--- config.mk ---
export PLATFORM = sky130hd
export DESIGN_NAME = z_hilo_writeback
export DESIGN_NICKNAME = d
export VERILOG_FILES = /design/src/rtl/z_hilo_writeback_pkg.sv /design/src/rtl/z_hilo_writeback_hold_reg.sv /design/src/rtl/z_hilo_writeback.sv
export SDC_FILE = /design/constraint.sdc
export NUM_CORES = 1
export LEC_CHECK = 0
export ABC_AREA = 1
export BUFFER_PORTS_ARGS = -buffer_cell sky130_fd_sc_hd__buf_2
export CAP_MARGIN = 20
export CORE_MARGIN = 3
export CORE_UTILIZATION = 30
export CTS_CLUSTER_SIZE = 28
export DETAILED_ROUTE_END_ITERATION = 10
export GPL_TIMING_DRIVEN = 0
export MAX_ROUTING_LAYER = met4
export SLEW_MARGIN = 5
export SYNTH_ARGS = -nofsm -noshare
export SYNTH_HDL_FRONTEND = slang
export SYNTH_SLANG_ARGS = --single-unit
--- constraint.sdc ---
create_clock -name clock -period 2.58 [get_ports clock]
set_input_delay 0.258 -clock clock [delete_from_list [all_inputs] [get_ports clock]]
set_output_delay 0.258 -clock clock [all_outputs]
set_load 0.03 [all_outputs]
--- src/rtl/z_hilo_writeback_pkg.sv ---
// Shared encodings for the HI/LO writeback stage and the 64-bit mul/div units.
package z_hilo_writeback_pkg;

  typedef enum logic [1:0] {
    IDLE    = 2'd0,
    SEND_LO = 2'd1,
    SEND_HI = 2'd2
  } state_e;

  localparam logic SEL_LO = 1'b0;
  localparam logic SEL_HI = 1'b1;

  // 64-bit result split: LO occupies [LO_MSB:0], HI occupies [63:HI_LSB]
  localparam int LO_MSB = 31;
  localparam int HI_LSB = 32;

endpackage

--- src/rtl/z_hilo_writeback_hold_reg.sv ---
// 64-bit result capture register with load enable and asynchronous active-low clear.
module z_hold_reg (
  input  logic        i_clk,
  input  logic        i_rst_n,
  input  logic        i_load,
  input  logic [63:0] i_data,
  output logic [63:0] o_data
);

  logic [63:0] r_data;

  always_ff @(posedge i_clk or negedge i_rst_n) begin
    if (!i_rst_n)
      r_data <= '0;
    else if (i_load)
      r_data <= i_data;
  end

  assign o_data = r_data;

endmodule

--- src/rtl/z_hilo_writeback.sv ---
// Splits a captured 64-bit mul/div result into LO then HI beats on the 32-bit bus,
// tracking sticky divide-by-zero status and a count of retired results.
module z_hilo_writeback
  import z_hilo_writeback_pkg::*;
#(
  parameter bit DZ_SUPPRESS = 1'b1,
  parameter int CNT_W       = 16
) (
  input  logic             clock,
  input  logic             clear_n,
  input  logic             res_valid,
  input  logic [63:0]      res_data,
  input  logic             res_is_div,
  input  logic             res_div_zero,
  output logic             res_ready,
  output logic             bus_valid,
  output logic             bus_sel,
  output logic [31:0]      bus_data,
  input  logic             bus_ready,
  output logic             dz_flag,
  input  logic             dz_clr,
  output logic [CNT_W-1:0] done_cnt
);

  state_e            r_state;
  state_e            w_next;
  logic [63:0]       w_hold;
  logic              r_dz;
  logic [CNT_W-1:0]  r_done;
  logic              w_accept;
  logic              w_dz;
  logic              w_suppress;
  logic              w_retire_hi;
  logic              w_retire_dz;

  assign w_accept    = res_valid & res_ready;
  assign w_dz        = res_is_div & res_div_zero;
  assign w_suppress  = DZ_SUPPRESS & w_dz;
  assign w_retire_hi = (r_state == SEND_HI) & bus_ready;
  assign w_retire_dz = w_accept & w_suppress;

  z_hold_reg u_hold (
    .i_clk   (clock),
    .i_rst_n (clear_n),
    .i_load  (w_accept),
    .i_data  (res_data),
    .o_data  (w_hold)
  );

  always_ff @(posedge clock or negedge clear_n) begin
    if (!clear_n)
      r_state <= IDLE;
    else
      r_state <= w_next;
  end

  always_comb begin
    w_next = r_state;
    case (r_state)
      IDLE:    if (res_valid) w_next = w_suppress ? IDLE : SEND_LO;
      SEND_LO: if (bus_ready) w_next = SEND_HI;
      SEND_HI: begin
        if (bus_ready) begin
          if (res_valid) w_next = w_suppress ? IDLE : SEND_LO;
          else           w_next = IDLE;
        end
      end
      default: w_next = IDLE;
    endcase
  end

  // Ready looks at bus_ready in SEND_HI so a new result can land on the HI retire edge
  always_comb begin
    res_ready = 1'b0;
    bus_valid = 1'b0;
    bus_sel   = SEL_LO;
    bus_data  = '0;
    case (r_state)
      IDLE:    res_ready = 1'b1;
      SEND_LO: begin
        bus_valid = 1'b1;
        bus_sel   = SEL_LO;
        bus_data  = w_hold[LO_MSB:0];
      end
      SEND_HI: begin
        res_ready = bus_ready;
        bus_valid = 1'b1;
        bus_sel   = SEL_HI;
        bus_data  = w_hold[63:HI_LSB];
      end
      default: ;
    endcase
  end

  // A new divide-by-zero capture outranks a simultaneous clear
  always_ff @(posedge clock or negedge clear_n) begin
    if (!clear_n)
      r_dz <= 1'b0;
    else if (w_accept & w_dz)
      r_dz <= 1'b1;
    else if (dz_clr)
      r_dz <= 1'b0;
  end

  always_ff @(posedge clock or negedge clear_n) begin
    if (!clear_n)
      r_done <= '0;
    else
      r_done <= r_done + CNT_W'(w_retire_hi) + CNT_W'(w_retire_dz);
  end

  assign dz_flag  = r_dz;
  assign done_cnt = r_done;

endmodule

==> run_results.csv <==
group,metric,value,unit
finish,layout.nets,719,
critical_path,critical_path.startpoint,"r_state[0]$_DFFE_PN0P_",
worst_hold_path,worstHoldStart,"dz_clr",
die,rows,43,
sta,maxSlewHeadroom,56.5,%
die,die_area,16200,µm²
yosys,synth_seq_cells,83,
yosys,netlist_area,4420,µm²
worst_hold_path,worstHoldPathCells,2,
power,leakage,2.94,nW
routing,vias,3653,
grt,grt_usage,15.7,%
clock_network,cts.sinks,83,
power,peakVddDrop,0.000548,V
yosys,ys_seq_area_share,47.0,%
sta,timing.setup.tns,0,ps
yosys,synth_edf_count,0,
sta,whs,112,ps
finish,final_cell_mix,"buf_2, nand2_1, dfrtp_1, inv_1, nand2_2",
finish,area_growth,28.2,%
sta,rsz0062_at_grt,"yes",
sta,tightest_slew,653,ps
sta,setup_violations,0,
yosys,synthDistinctLibCells,25,
placed_design,gp_congestion,0.823,
clock_network,clk_transition_reported_paths,60,ps
die,fp.dieH,127,µm
grt,antenna_found_initial,1,
routing,drc,0,
clock_network,numCtsBuffers,9,
grt,grt_max_degree,66,
routing,drt_pre_antenna_iters,4,
sta,period_needed,2460,ps
clock_network,clock_latency,340,ps
critical_path,cp-end-kind,"primary output",
sta,slew_viol_final,0,
finish,final_core_util,40.0,%
yosys,syn_nets,584,
routing,ant_nets,0,
grt,grt_pass1_wl,19100,µm
sta,setup_ws,125,ps
critical_path,cp-start-kind,"register",
die,coreArea,14100,µm²
finish,fillCellCount,1466,
sta,timing.fmax,407,MHz
yosys,synth_top_area_share,47.0,%
finish,drive_above_1_share,42.3,%
yosys,yosysWarnings,0,
yosys,synthArstFlopShare,100,%
clock_network,cts.path.max_buffers,2,
run,max_cap_viol_count,0,
placed_design,io_buffers,122,
die,die_w,127,µm
yosys,synth_cells,505,
critical_path,r2r-start,"r_state[0]$_DFFE_PN0P_",
worst_hold_path,hp-class,"in -> reg",
routing,wl_per_cell,14.5,µm
clock_network,cts_tree,"done",
placed_design,dp_slack,-24.8,ps
critical_path,ff2ff_path_depth,13,
critical_path,crit_arrival,2200,ps
critical_path,crit_required,2320,ps
routing,drt_iter0_markers,160,
yosys,ys.flop_type,"dfrtp_1",
die,io_pins,123,
sta,skew,7.81,ps
yosys,syn_avg_cell_area,8.75,µm²
finish,final_common_cell,"buf_2",
placed_design,hpwl,8900,µm
yosys,yosys-top-cells-area,"dfrtp_1, nand2_1, o21ai_2, nand2_2, inv_1",
clock_network,root_buffer,"clkbuf_16",
grt,grt_overflow_total,0,
outcome,status,"finished clean",
routing,drt_wl_total,12000,µm
critical_path,crit_fanout,10,
routing,via_per_inst,4.42,
sta,hold_violations,0,
die,start_util,31.2,%
power,total_power,6.65,mW
power,power_density,1170,nW/µm²
grt,first_global_vias,3752,
critical_path,crit_type,"reg -> out",
clock_network,cts_max_level,3,
sta,min_period_over_period,95.2,%
yosys,synth.largest_area_cell,"dfrtp_1",
## kinds of logic (layout without fill, tap and decap cells)
group | after synthesis | in the layout | synth area share, %
compound gates | 103 | 103 | 15.9
xor+xnor | 7 | 7 | 1.39
fa+ha+maj | 8 | 8 | 2.44
buf+inv | 108 | 248 | 12.8
flops | 83 | 83 | 47.0
other cells | 0 | 1 | 0
simple gates | 196 | 196 | 20.4
## what timing repair did
| action | CTS | global route |
|---|---|---|
| pin swaps | 1 | 2 |
| setup buffers | 0 | 1 |
| endpoints found under the hold margin | 18 | 0 |
| gates resized for setup | 5 | 18 |
| endpoints found under the setup margin | 33 | 31 |
| hold buffers | 1 | 0 |
## worst max-delay path, cell delays in order, from the launching register on
cell and delay [ps]:
dfrtp_2 450, inv_4 90, ha_4 210, clkbuf_1 530, nand2_1 100, a21oi_1 240, buf_2 240
## power by group
group	internal (mW)	switching, mW	leakage (nW)
registers	1.84	0.374	1.05
clock network	0.775	0.512	0.139
logic	1.15	2.00	1.76
## sequential cells by signal, indices dropped and copies added, names as in the netlist
| register | count |
|---|---|
| done_cnt | 16 |
| dz_flag | 1 |
| r_state | 2 |
| u_hold.o_data | 64 |
## cell type report
type | count | area [µm²] | share of cell area (%)
inverter | 83 | 314 | 5.54
clock buffer | 12 | 246 | 4.35
clock inverter | 4 | 50.0 | 0.883
antenna | 1 | 2.50 | 0.0442
sequential | 83 | 2080 | 36.7
buffer | 24 | 254 | 4.48
multi-input combinational | 314 | 1840 | 32.4
tap | 180 | 225 | 3.98
timing repair buffer | 125 | 658 | 11.6
## metrics by stage
| step | std cells | instance area [µm²] |
|---|---|---|
| 6_report | 826 | 5670 |
| 5_1_grt | 826 | 5670 |
| 4_1_cts | 825 | 5630 |
| 3_5_place_dp | 808 | 5310 |
| 3_3_place_gp | 807 | 5280 |
| 2_1_floorplan | 505 | 4450 |
## cell usage after synthesis (6+ instances only)
| library cell | count |
|---|---|
| buf_6 | 8 |
| nor2_1 | 15 |
| clkbuf_1 | 10 |
| dfrtp_1 | 83 |
| nand2_2 | 51 |
| buf_12 | 6 |
| a21oi_1 | 33 |
| inv_1 | 83 |
| o21ai_1 | 14 |
| ha_1 | 7 |
| o21ai_2 | 50 |
| nand2_1 | 117 |
## per-layer routing
layer | GRT usage, % | up-vias | part of all wire, %
met5 | - | - | 0
met4 | 4.23 | 0 | 1.1
met3 | 5.23 | 9 | 7.7
met2 | 24.5 | 87 | 47
met1 | 19.6 | 1739 | 44
li1 | - | 1818 | -
## worst paths after layout
path	endpoint	slack [ps]
min in group asynchronous	done_cnt[14]$_DFF_PN0_	350
max in group asynchronous	u_hold.o_data[19]$_DFFE_PN0N_	1610
min	dz_flag$_DFFE_PN0P_	110
max reg2reg	done_cnt[6]$_DFF_PN0_	160
min reg2reg	u_hold.o_data[0]$_DFFE_PN0N_	480
max	bus_data[4]	120
Power figures use the tool's default switching activity.
